File: config.mk
export PLATFORM = sky130hd
export DESIGN_NAME = tl45_mdu_seq
export DESIGN_NICKNAME = d
export VERILOG_FILES = /design/src/rtl/tl45_pkg.sv /design/src/rtl/tl45_mdu_iter.sv /design/src/rtl/tl45_mdu_seq.sv
export SDC_FILE = /design/constraint.sdc
export NUM_CORES = 1
export LEC_CHECK = 0
export CAP_MARGIN = 15
export CELL_PAD_IN_SITES_DETAIL_PLACEMENT = 1
export CELL_PAD_IN_SITES_GLOBAL_PLACEMENT = 1
export CORE_ASPECT_RATIO = 0.6
export CORE_MARGIN = 2
export CORE_UTILIZATION = 42
export DETAILED_ROUTE_END_ITERATION = 8
export GPL_ROUTABILITY_DRIVEN = 0
export PLACE_DENSITY = 0.82
export SLEW_MARGIN = 25
export SYNTH_ARGS = -nofsm -noshare
export SYNTH_HDL_FRONTEND = slang
export SYNTH_SLANG_ARGS = --single-unit
File: constraint.sdc
create_clock -name i_clk -period 3.12 [get_ports i_clk]
set_input_delay 0.312 -clock i_clk [delete_from_list [all_inputs] [get_ports i_clk]]
set_output_delay 0.312 -clock i_clk [all_outputs]
set_load 0.02 [all_outputs]
File: src/rtl/tl45_pkg.sv
// Shared TL45 definitions: MDU operation encodings and the MDU sequencer state set.
package tl45_pkg;

    typedef enum logic [1:0] {
        MDU_MUL  = 2'd0,
        MDU_DIVU = 2'd1,
        MDU_REMU = 2'd2,
        MDU_RSVD = 2'd3
    } mdu_op_t;

    typedef enum logic [1:0] {
        IDLE = 2'd0,
        RUN  = 2'd1,
        DONE = 2'd2
    } mdu_state_t;

endpackage

File: src/rtl/tl45_mdu_iter.sv
// One-bit-per-cycle MDU datapath: shift-add multiply and restoring divide
// sharing a single accumulator and two shift registers.
module tl45_mdu_iter
    import tl45_pkg::*;
#(
    parameter int WIDTH = 32
) (
    input  logic             i_clk,
    input  logic             i_reset,
    input  logic             i_load,
    input  logic             i_step,
    input  mdu_op_t          i_op,
    input  logic [WIDTH-1:0] i_a,
    input  logic [WIDTH-1:0] i_b,
    output logic [WIDTH-1:0] o_result
);

    // acc: product / partial remainder; x: multiplicand / dividend-quotient; y: multiplier / divisor
    logic [WIDTH-1:0] acc;
    logic [WIDTH-1:0] x;
    logic [WIDTH-1:0] y;

    logic [WIDTH:0]   shifted;
    logic [WIDTH-1:0] diff;
    logic             fits;

    // When the trial subtraction fits, the true difference is below the divisor,
    // so the low WIDTH bits of the wrapped difference are exact.
    assign shifted = {acc, x[WIDTH-1]};
    assign fits    = shifted >= {1'b0, y};
    assign diff    = shifted[WIDTH-1:0] - y;

    always_ff @(posedge i_clk) begin
        if (i_reset) begin
            acc <= '0;
            x   <= '0;
            y   <= '0;
        end else if (i_load) begin
            acc <= '0;
            x   <= i_a;
            y   <= i_b;
        end else if (i_step) begin
            if (i_op == MDU_MUL) begin
                if (y[0])
                    acc <= acc + x;
                x <= {x[WIDTH-2:0], 1'b0};
                y <= {1'b0, y[WIDTH-1:1]};
            end else if (fits) begin
                acc <= diff;
                x   <= {x[WIDTH-2:0], 1'b1};
            end else begin
                acc <= shifted[WIDTH-1:0];
                x   <= {x[WIDTH-2:0], 1'b0};
            end
        end
    end

    always_comb begin
        o_result = '0;
        case (i_op)
            MDU_MUL:  o_result = acc;
            MDU_DIVU: o_result = x;
            MDU_REMU: o_result = acc;
            default:  o_result = '0;
        endcase
    end

endmodule

File: src/rtl/tl45_mdu_seq.sv
// TL45 multiply/divide sequencer: accepts one op from the ALU stage, iterates
// WIDTH cycles in tl45_mdu_iter and presents a registered result until taken.
module tl45_mdu_seq
    import tl45_pkg::*;
#(
    parameter int WIDTH = 32,
    parameter int CNT_W = 5
) (
    input  logic             i_clk,
    input  logic             i_reset,
    input  logic             i_flush,
    input  logic             i_req_valid,
    output logic             o_req_ready,
    input  logic [1:0]       i_op,
    input  logic [WIDTH-1:0] i_a,
    input  logic [WIDTH-1:0] i_b,
    input  logic [3:0]       i_dr,
    output logic             o_busy,
    output logic             o_valid,
    input  logic             i_ready,
    output logic [3:0]       o_dr,
    output logic [WIDTH-1:0] o_value
);

    mdu_state_t       state;
    mdu_state_t       state_nxt;
    logic [CNT_W-1:0] cnt;
    mdu_op_t          op_q;
    logic [3:0]       dr_q;
    logic             valid_q;
    logic [3:0]       dr_out_q;
    logic [WIDTH-1:0] value_q;
    logic             accept;
    logic             step;
    logic             last;
    logic [WIDTH-1:0] result;

    always_ff @(posedge i_clk) begin
        if (i_reset)
            state <= IDLE;
        else
            state <= state_nxt;
    end

    always_comb begin
        state_nxt = state;
        if (i_flush) begin
            state_nxt = IDLE;
        end else begin
            case (state)
                IDLE: if (accept) state_nxt = (mdu_op_t'(i_op) == MDU_RSVD) ? DONE : RUN;
                RUN:  if (last) state_nxt = DONE;
                DONE: if (valid_q && i_ready) state_nxt = IDLE;
                default: state_nxt = IDLE;
            endcase
        end
    end

    always_comb begin
        o_req_ready = (state == IDLE) && !i_flush;
        accept      = i_req_valid && o_req_ready;
        o_busy      = (state == RUN) || (state == DONE);
        step        = (state == RUN) && !i_flush;
        last        = (state == RUN) && (cnt == CNT_W'(WIDTH - 1));
    end

    // The result is registered one cycle after entering DONE, which is where the
    // extra cycle of latency beyond the WIDTH iterations comes from.
    always_ff @(posedge i_clk) begin
        if (i_reset) begin
            cnt      <= '0;
            op_q     <= MDU_MUL;
            dr_q     <= '0;
            valid_q  <= 1'b0;
            dr_out_q <= '0;
            value_q  <= '0;
        end else begin
            cnt <= step ? cnt + CNT_W'(1) : '0;
            if (accept) begin
                op_q <= mdu_op_t'(i_op);
                dr_q <= i_dr;
            end
            if (i_flush) begin
                valid_q  <= 1'b0;
                dr_out_q <= '0;
                value_q  <= '0;
            end else if (state == DONE && !valid_q) begin
                valid_q  <= 1'b1;
                dr_out_q <= dr_q;
                value_q  <= result;
            end else if (valid_q && i_ready) begin
                valid_q  <= 1'b0;
                dr_out_q <= '0;
                value_q  <= '0;
            end
        end
    end

    assign o_valid = valid_q;
    assign o_dr    = dr_out_q;
    assign o_value = value_q;

    tl45_mdu_iter #(
        .WIDTH(WIDTH)
    ) u_iter (
        .i_clk    (i_clk),
        .i_reset  (i_reset),
        .i_load   (accept),
        .i_step   (step),
        .i_op     (op_q),
        .i_a      (i_a),
        .i_b      (i_b),
        .o_result (result)
    );

endmodule

# [Word level (Yosys, flattened, before mapping)]
# Index checks and enable logic that the tools add are counted.
[word_totals] regBits=146 latchBits=0 mem_bits_rw=0 rom_bits=0 inputBits=75 out_inout_bits=39 word_cells=68 mem_count=0
[op_classes] addsub=3 mul=0 div=0 order_cmp=1 n_eq_ne=10 n_shift=0 mux=22 bitwise_logic=1 reduce_logical=21
[ops] cell="two-way mux 32 bit" n=10
[ops] cell="case mux 32 bit (2 select lines)" n=1
[ops] cell=">= comparator 33 x 32 -> 1 bit" n=1
[ops] cell="adder 32 bit" n=1
[ops] cell="subtractor 32 bit" n=1
[ops] cell="two-way mux 2 bit" n=4
[ops] cell="two-way mux 4 bit" n=2
[ops] cell="OR reduction 2 bit" n=4
[ops] cell="== test 2 bit (second input constant)" n=3
[ops] cell="logical AND 1 bit" n=6
[ops] cell="case mux 2 bit (3 select lines)" n=1
[ops] cell="nonzero test 2 bit" n=3
[ops] cell="adder 5 x 1 -> 5 bit (second input constant)" n=1
[ops] cell="== test 5 bit (second input constant)" n=1
[ops] cell="== test 2 x 1 -> 1 bit (second input constant)" n=2
[ops] cell="zero test 2 bit" n=2
[ops] cell="two-way mux 1 bit" n=4
[ops] cell="inequality test 2 x 1 -> 1 bit (second input constant)" n=2
[ops] cell="inequality test 2 bit (second input constant)" n=2
[ops] cell="AND reduction 2 bit" n=2
[ops] cell="AND reduction 3 bit" n=1
[ops] cell="zero test 1 bit" n=2
[ops] cell="logical OR 1 bit" n=1
[ops] cell="inverter 1 bit" n=1

# [Longest topological paths before layout]
# Gate-level depths: netlist of the first run.
[logic_depth] ltp_word=5 ltp_mapped=14

# [Cells and area by module]
# Synthesis of the first run repeated with hierarchy kept, for this count alone.
[hier_totals] hier_cells=1359 hier_area_um2=10455.0
[by_module_without_submodules] mod="tl45_mdu_iter" instances=1 cells_each=1174 area_per_inst_um2=8605.8
[by_module_without_submodules] mod="tl45_mdu_seq" instances=1 cells_each=185 area_per_inst_um2=1849.3

# [Worst setup path after synthesis of the first run]
# No wires, ideal clock.
[synth_path] path_kind="flip-flop to flip-flop" startpoint="register u_iter.y[3]" endpoint="register u_iter.acc[12]" t_arrival_ns=2.666 setup_slack_ns=0.326 path_stages_with_launch=14 synth_period_minus_slack_ns=2.794 cell_sequence="dfxtp_1 inv_1 ha_1 a21o_1 a21oi_1 a2111oi_4 a2111oi_1 o41a_1 o21a_1 buf_2 buf_2 nor2_1 a211oi_1 nor3_1"
[synth_via] elab_chain_cells=3
[synth_rtl] element="start: declaration" line="tl45_mdu_iter.sv:21" text="logic [WIDTH-1:0] y;"
[synth_rtl] element="start signal: assignment" line="tl45_mdu_iter.sv:41" text="y <= i_b;"
[synth_rtl] element="start signal: assignment" line="tl45_mdu_iter.sv:47" text="y <= {1'b0, y[WIDTH-1:1]};"
[synth_rtl] element="subtractor 32 bit or >= comparator 33 x 32 -> 1 bit (tied branches)" line="tl45_mdu_iter.sv:31, tl45_mdu_iter.sv:30"
[synth_rtl] element="two-way mux 32 bit *" line="tl45_mdu_iter.sv:48" text="end else if (fits) begin"
[synth_rtl] element="two-way mux 32 bit *" line="tl45_mdu_iter.sv:43" text="if (i_op == MDU_MUL) begin"
[synth_rtl] element="end signal: assignment" line="tl45_mdu_iter.sv:45" text="acc <= acc + x;"
[synth_rtl] element="end signal: assignment" line="tl45_mdu_iter.sv:49" text="acc <= diff;"
[synth_rtl] element="end signal: assignment" line="tl45_mdu_iter.sv:52" text="acc <= shifted[WIDTH-1:0];"
[synth_rtl] element="end: declaration" line="tl45_mdu_iter.sv:19" text="logic [WIDTH-1:0] acc;"
# Mark *: on every way between the ends. The rest lies on a longest branch, timed or not.
# A chain may end at the register's enable or synchronous reset.

# [Final worst setup path of the first run]
[layout_path] startpoint="register u_iter.y[24]" endpoint="register u_iter.acc[1]"
[layout_via] elab_chain_cells=3
[layout_rtl] element=">= comparator 33 x 32 -> 1 bit" line="tl45_mdu_iter.sv:30" text="assign fits = shifted >= {1'b0, y};"
[layout_rtl] element="two-way mux 32 bit" line="tl45_mdu_iter.sv:48"
[layout_rtl] element="two-way mux 32 bit" line="tl45_mdu_iter.sv:43"
# Every way passes these cells.

==> out/qor.yml, run 1 <==
cpMostUsedCell: "buf_4"
final_cell_mix: "nand2_1, nor2_1, dfxtp_1, clkdlybuf4s50_1, buf_4"
final_cells: 1852
cp_data_arrival_time_ns: 3.47
cp.depth: 15
detail-route-antenna-nets: 0
r2r_setup_slack_ns: 0.005
syn-mean-instance-area_um2: 7.30
dp_cells: 1808
cp_top_family: "compound AO/OA/AOI/OAI gates"
hold_depth: 4
rsz0062_at_grt: "true"
synth_seq_cells: 146
reg2reg_depth: 15
port_buffers: 113
cp_slowest_stage_delay_ns: 0.36
synth_area_um2: 9980
clock_power_share_pct: 39.1
drt-pass1-iter-count: 7
die_area_um2: 25000
worst_setup_path_end_kind: "flip-flop"
clockBufferDepth: 2
synth_adder_area_share_pct: 8.93
swShare_pct: 32.1
routed_via_density: 5.99
synth-xor-area-share_pct: 5.09
critPathKind: "reg -> reg"
final_nets: 1669
grt_max_degree: 43
leakage_nw: 5.10
ys_warn_count: 0
initial_core_util_pct: 43.0
cp_num_buf_inv: 5
cts_hold_buf: 0
hold_start: "i_reset"
syn_nets: 1511
cp_cell_sequence: "inv_1, ha_4, a21oi_2, o21ai_0, buf_4, or2_2, a2111oi_2, buf_4, o41a_1, o21ai_4, buf_12, buf_4, nand2_1, o211ai_1, a32o_1"
drive_gt1_share_pct: 14.0
grt_usage_pct: 30.8
hpwlAfterDp_um: 28100
overflow: 0
slew_viol_final: 0
area_growth_pct: 30.7
status: "finished clean"
async_flop_share_pct: 0
slew_headroom_pct: 33.0
min_path_type: "in -> reg"
grt_pass1_wl_um: 60400
synth.area.mux_share_pct: 0.803
drc_errors: 0
wirelength_um: 39200
synth_compound_area_share_pct: 29.2
fin_crit_ns: 3.11
p_per_area_nw_per_um2: 452
die_w_um: 203
ys_types: 66
cts_tree: "done"
power_w: 0.00589
hold_viol: 0
p_int_w: 0.00400
cts_buffers: 17
path_clk_slew_ns: 0.06
regToRegStartpoint: "u_iter.y[24]"
cp_max_fo: 8
drtIter0Drc: 970
ys.flop_type: "dfxtp_1"
cp.required_ns: 3.47
io_pins: 114
core-area_um2: 23200
synth_sequential_area_ratio_pct: 29.3
vias: 11100
setup_viol: 0
synth_top_family_by_area: "compound AO/OA/AOI/OAI gates"
wire_per_inst_um: 21.1
insertion_delay_ns: 0.46
final_common_cell: "nand2_1"
h-tree-depth: 4
grt_pass1_vias: 11200
syn_inst: 1366
antenna_found_initial: 1
synth_edf_count: 0
peakVddDrop_uv: 427
yosys.area_share.simple_pct: 20.4
worst_pin_slew_ns: 1.00
maxCapViolCount: 0
cts_sinks: 146
startpoint_type: "flip-flop"
seq_power_share_pct: 34.6
fp-row-count: 43
cp_slowest_cell: "dfxtp_1"
fin_crit_sh_pct: 99.8
switchingPower_w: 0.00189
critical_path.startpoint: "u_iter.y[24]"
combPwrFrac_pct: 26.3
cts-root-buf: "clkbuf_16"
fin_skew_ns: 0.00717
fmax_ghz: 0.321
die_y_um: 123
path summary, 6_finish.rpt:
kind,to
worst max register to register,u_iter.acc[1]
worst min-delay path,u_iter.acc[30]
worst min register to register,cnt[0]
worst max-delay path,u_iter.acc[1]
per-stage QoR:
step           utilization (%)  hold WS (ns)  cell area [um^2]  worst slack [ns]  setup TNS [ns]
6_report                  56.3         0.397             13000           0.00504               0
5_1_grt                   56.3         0.413             13000            -0.116          -0.674
4_1_cts                   54.9         0.373             12700           -0.0138         -0.0138
3_5_place_dp              51.6         0.449             12000           -0.0781          -0.273
3_3_place_gp              51.6         0.432             12000            0.0171               0
2_1_floorplan                -         0.418              9980             0.326               0
cell families after synthesis:
group / Yosys count
AO/OA/AOI/OAI: 434
adder cells (fa/ha/maj): 70
XOR/XNOR: 58
flip-flops: 146
buffers and inverters: 163
AND/OR/NAND/NOR: 487
multiplexers: 8
synthesized netlist by cell type (25+ instances only):
library cell,number,area (um^2)
inv_1,79,297
ha_1,68,851
a211oi_1,25,188
clkbuf_1,77,289
o21ai_0,92,460
a22oi_1,40,300
xnor2_1,35,307
a311oi_1,61,534
a21oi_1,93,465
dfxtp_1,146,2920
nor2_1,159,597
nand2_1,234,878
per-layer routing:
metal | share of wire [%] | GRT usage [%] | vias to the layer above
met1 | 46 | 41.9 | 5436
li1 | - | - | 5190
met5 | 0 | 0 | -
met2 | 45 | 48.8 | 415
met4 | 1.8 | 9.22 | 0
met3 | 6.6 | 7.17 | 61
worst min-delay path, cell delays in order:
cell and delay (ns):
buf_2 0.10, nand2b_1 0.14, buf_4 0.20, a21oi_1 0.05
timing repair:
| item | CTS | global route |
|---|---|---|
| gates resized for setup | 18 | 54 |
| pin swaps | 3 | 13 |
| setup buffers | 1 | 8 |
| cloned | 2 | 1 |
| endpoints found under the setup margin | 14 | 31 |
power groups by stage:
stage	clock network, W	logic (W)	registers, W
finish	0.00230	0.00155	0.00204
global route	0.00240	0.00167	0.00205
CTS	0.00232	0.00144	0.00203
detailed placement	0	0.00137	0.00207
global placement	0	0.00132	0.00207
floorplan	0	0.000858	0.00205
registers in the layout (all words and copies together) (netlist names):
register / flops
cnt: 5
dr_q: 4
o_dr: 4
o_valid: 1
o_value: 32
op_q: 2
state: 2
u_iter.acc: 32
u_iter.x: 32
u_iter.y: 32
cell type report:
class                           count  area [um^2]
Antenna cell                        1         2.50
Clock buffer                       17          425
Clock inverter                     14          214
Fill cell                        2874        10100
Inverter                           79          297
Multi-Input combinational cell   1057         6750
Sequential cell                   146         2930
Tap cell                          315          394
Timing Repair Buffer              223         2030
No activity file was read; power rests on OpenSTA's default activity.
==> run 2: changes to the inputs <==
--- a/config.mk
+++ b/config.mk
@@ -9,7 +9,7 @@
 export CELL_PAD_IN_SITES_DETAIL_PLACEMENT = 1
 export CELL_PAD_IN_SITES_GLOBAL_PLACEMENT = 1
 export CORE_ASPECT_RATIO = 0.6
-export CORE_MARGIN = 2
+export CORE_MARGIN = 10
 export CORE_UTILIZATION = 42
 export DETAILED_ROUTE_END_ITERATION = 8
 export GPL_ROUTABILITY_DRIVEN = 0
==> run 2 against run 1 <==
Net effect:
- the flow now finishes with violations (setup timing)
- largest cell class unchanged
- non-clock buffer count fell by 19
- critical endpoint is now u_iter.acc[3]
- total power rose by 1.1%
- die area rose by 22%
- cell area fell by 0.95%
- sequential share of layout area rose by 0.24 points
==> out/qor.yml, run 2 (synthesis gave the netlist of run 1 again) <==
multi_input_area_um2: 6750  # about the same
diodes: 0  # -1
timing.final.ws_setup_ns: -0.0000142  # -0.00506 ns
slew_viol_final: 0  # unchanged
cts_tree: "done"
clockBufferDepth: 2  # unchanged
reg2reg_depth: 13  # -2
status: "complete, but fails checks"
overflow: 0  # unchanged
min_path_type: "in -> reg"
initial_core_util_pct: 42.9  # -0.10 points
wire_per_inst_um: 21.8  # +3.3%
die_y_um: 139  # +13%
peakVddDrop_uv: 364  # -15%
hold_depth: 2  # -2
rsz0062_at_grt: "true"
regToRegStartpoint: "u_iter.y[4]"
slew_headroom_pct: 37.9  # +4.9 points
hpwlAfterDp_um: 29100  # +3.5%
antenna_found_initial: 0  # -1
critPathKind: "reg -> reg"
fin_crit_ns: 3.12  # +0.00506 ns
drc_errors: 0  # unchanged
dp_cells: 1785  # -1.3%
cpMostUsedCell: "a2111oi_4"
worst_pin_slew_ns: 0.930  # -0.0705 ns
grt_pass1_wl_um: 61100  # +1.3%
insertion_delay_ns: 0.44  # -0.02 ns
final_nets: 1650  # -1.1%
hold_viol: 0  # unchanged
cts-root-buf: "clkbuf_16"
area_growth_pct: 29.5
io_pins: 114  # unchanged
reg2reg_to: "u_iter.acc[3]"
core-area_um2: 23200  # +0.23%
fmax_ghz: 0.321  # -0.16%
final_common_cell: "nand2_1"
h-tree-depth: 4  # unchanged
startpoint_type: "flip-flop"
maxCapViolCount: 0  # unchanged
cp_cell_sequence: "inv_1, ha_4, nand3_4, o21bai_4, a2111oi_4, a2111oi_4, buf_4, o41a_1, o21a_4, clkbuf_16, a21oi_1, o21ai_1, a32o_1"
cts_sinks: 146  # unchanged
regArea_um2: 2940  # +0.13%
fp-row-count: 43  # unchanged
detail-route-antenna-nets: 0  # unchanged
dpl_cell_area_um2: 11800  # -1.3%
routed_via_density: 5.99  # -0.13%
wirelength_um: 40000  # +2.2%
setup_viol: 1  # +1
final_cells: 1833  # -1.0%
cts_buffers: 17  # unchanged
design_area_um2: 12900  # -0.95%
dpl_worst_slack_ns: -0.201  # -0.122 ns
path_clk_slew_ns: 0.07  # about the same
worst_setup_path_end_kind: "flip-flop"
cp_slowest_cell: "a2111oi_4"
cp_slowest_stage_delay_ns: 0.49  # +0.13 ns
grt_usage_pct: 24.7  # -6.2 points
grt_max_degree: 64  # +49%
leakage_nw: 5.02  # -1.7%
drive_gt1_share_pct: 12.9  # -1.1 points
vias: 11000  # -1.2%
p_per_area_nw_per_um2: 461  # +2.0%
violations: "setup timing"
hold_start: "i_reset"
die_w_um: 219  # +7.9%
drt-pass1-iter-count: 5  # -2
port_buffers: 113  # unchanged
grt_pass1_vias: 10900  # -1.9%
holdPathEnd: "u_iter.x[0]"
die_area_um2: 30500  # +22%
finalCoreUtilization_pct: 55.6  # -0.66 points
cp_max_fo: 7  # -1
final_cell_mix: "nand2_1, nor2_1, dfxtp_1, clkdlybuf4s50_1, o21ai_0"
fin_crit_sh_pct: 100  # +0.16 points
r2r_setup_slack_ns: -0.00001  # about the same
cp_data_arrival_time_ns: 3.46  # about the same
drtIter0Drc: 993  # +2.4%
fillCellCount: 2872  # -0.070%
cp.required_ns: 3.46  # about the same
fin_skew_ns: 0.0120  # +0.00480 ns
==> run 2: how the worst max path moves through the flow <==
stage | startpoint | endpoint | slack (ns) | cells past startpoint
floorplan | u_iter.y[3] | u_iter.acc[12] | 0.33 | 13
global placement | u_iter.y[1] | u_iter.x[0] | -0.03 | 13
detailed placement | u_iter.y[1] | u_iter.x[0] | -0.20 | 13
CTS | u_iter.y[4] | u_iter.acc[14] | 0.00001 | 13
global route | u_iter.y[11] | u_iter.acc[3] | -0.07 | 12
finish | u_iter.y[4] | u_iter.acc[3] | -0.00001 | 13
==> run 2: final cells by class <==
class | count | share of cell area, %
clock inverter | 14 | 1.75
multi-input combinational | 1057 | 52.3
inverter | 79 | 2.30
sequential | 146 | 22.7
clock buffer | 18 | 3.32
timing repair buffer | 204 | 14.6
tap | 315 | 3.05
==> run 2: where the power goes <==
group | switching [W] | total, W | internal, W
Combinational | 0.000921 | 0.00155 | 0.000633
Clock | 0.000931 | 0.00236 | 0.00143
Sequential | 0.0000835 | 0.00204 | 0.00195
==> run 2: worst max-delay path, delay by kind of cell, from the launching register on <==
kind	cells	cell delay, ns
AO/OA/AOI/OAI	8	1.88
buffers and inverters	3	0.40
AND/OR/NAND/NOR	1	0.09
flip-flops	1	0.34
adder cells (fa/ha/maj)	1	0.30
==> run 2: through the flow <==
stage	power [W]	TNS (ns)	hold WS [ns]
2_1_floorplan	0.00291	0	0.418
3_3_place_gp	0.00337	-0.0289	0.432
3_5_place_dp	0.00342	-0.759	0.436
6_report	0.00595	-0.0000142	0.177
4_1_cts	0.00578	0	0.150
5_1_grt	0.00618	-0.597	0.166
==> run 2: routing by layer <==
| metal | track usage (%) | vias to the layer above | part of all wire, % |
|---|---|---|---|
| li1 | - | 5144 | - |
| met1 | 33.6 | 5372 | 46 |
| met2 | 39.2 | 405 | 46 |
| met3 | 4.63 | 53 | 6.8 |
| met4 | 5.89 | 0 | 1.7 |
| met5 | 0 | - | 0 |
==> run 2: what timing repair did <==
item / CTS / global route
hold buffers: 0 / 0
gates cloned: 0 / 3
endpoints found under the setup margin: 29 / 30
pin swaps: 1 / 15
gates resized for setup: 6 / 63
endpoints found under the hold margin: 0 / 0
buffers inserted: 1 / 12
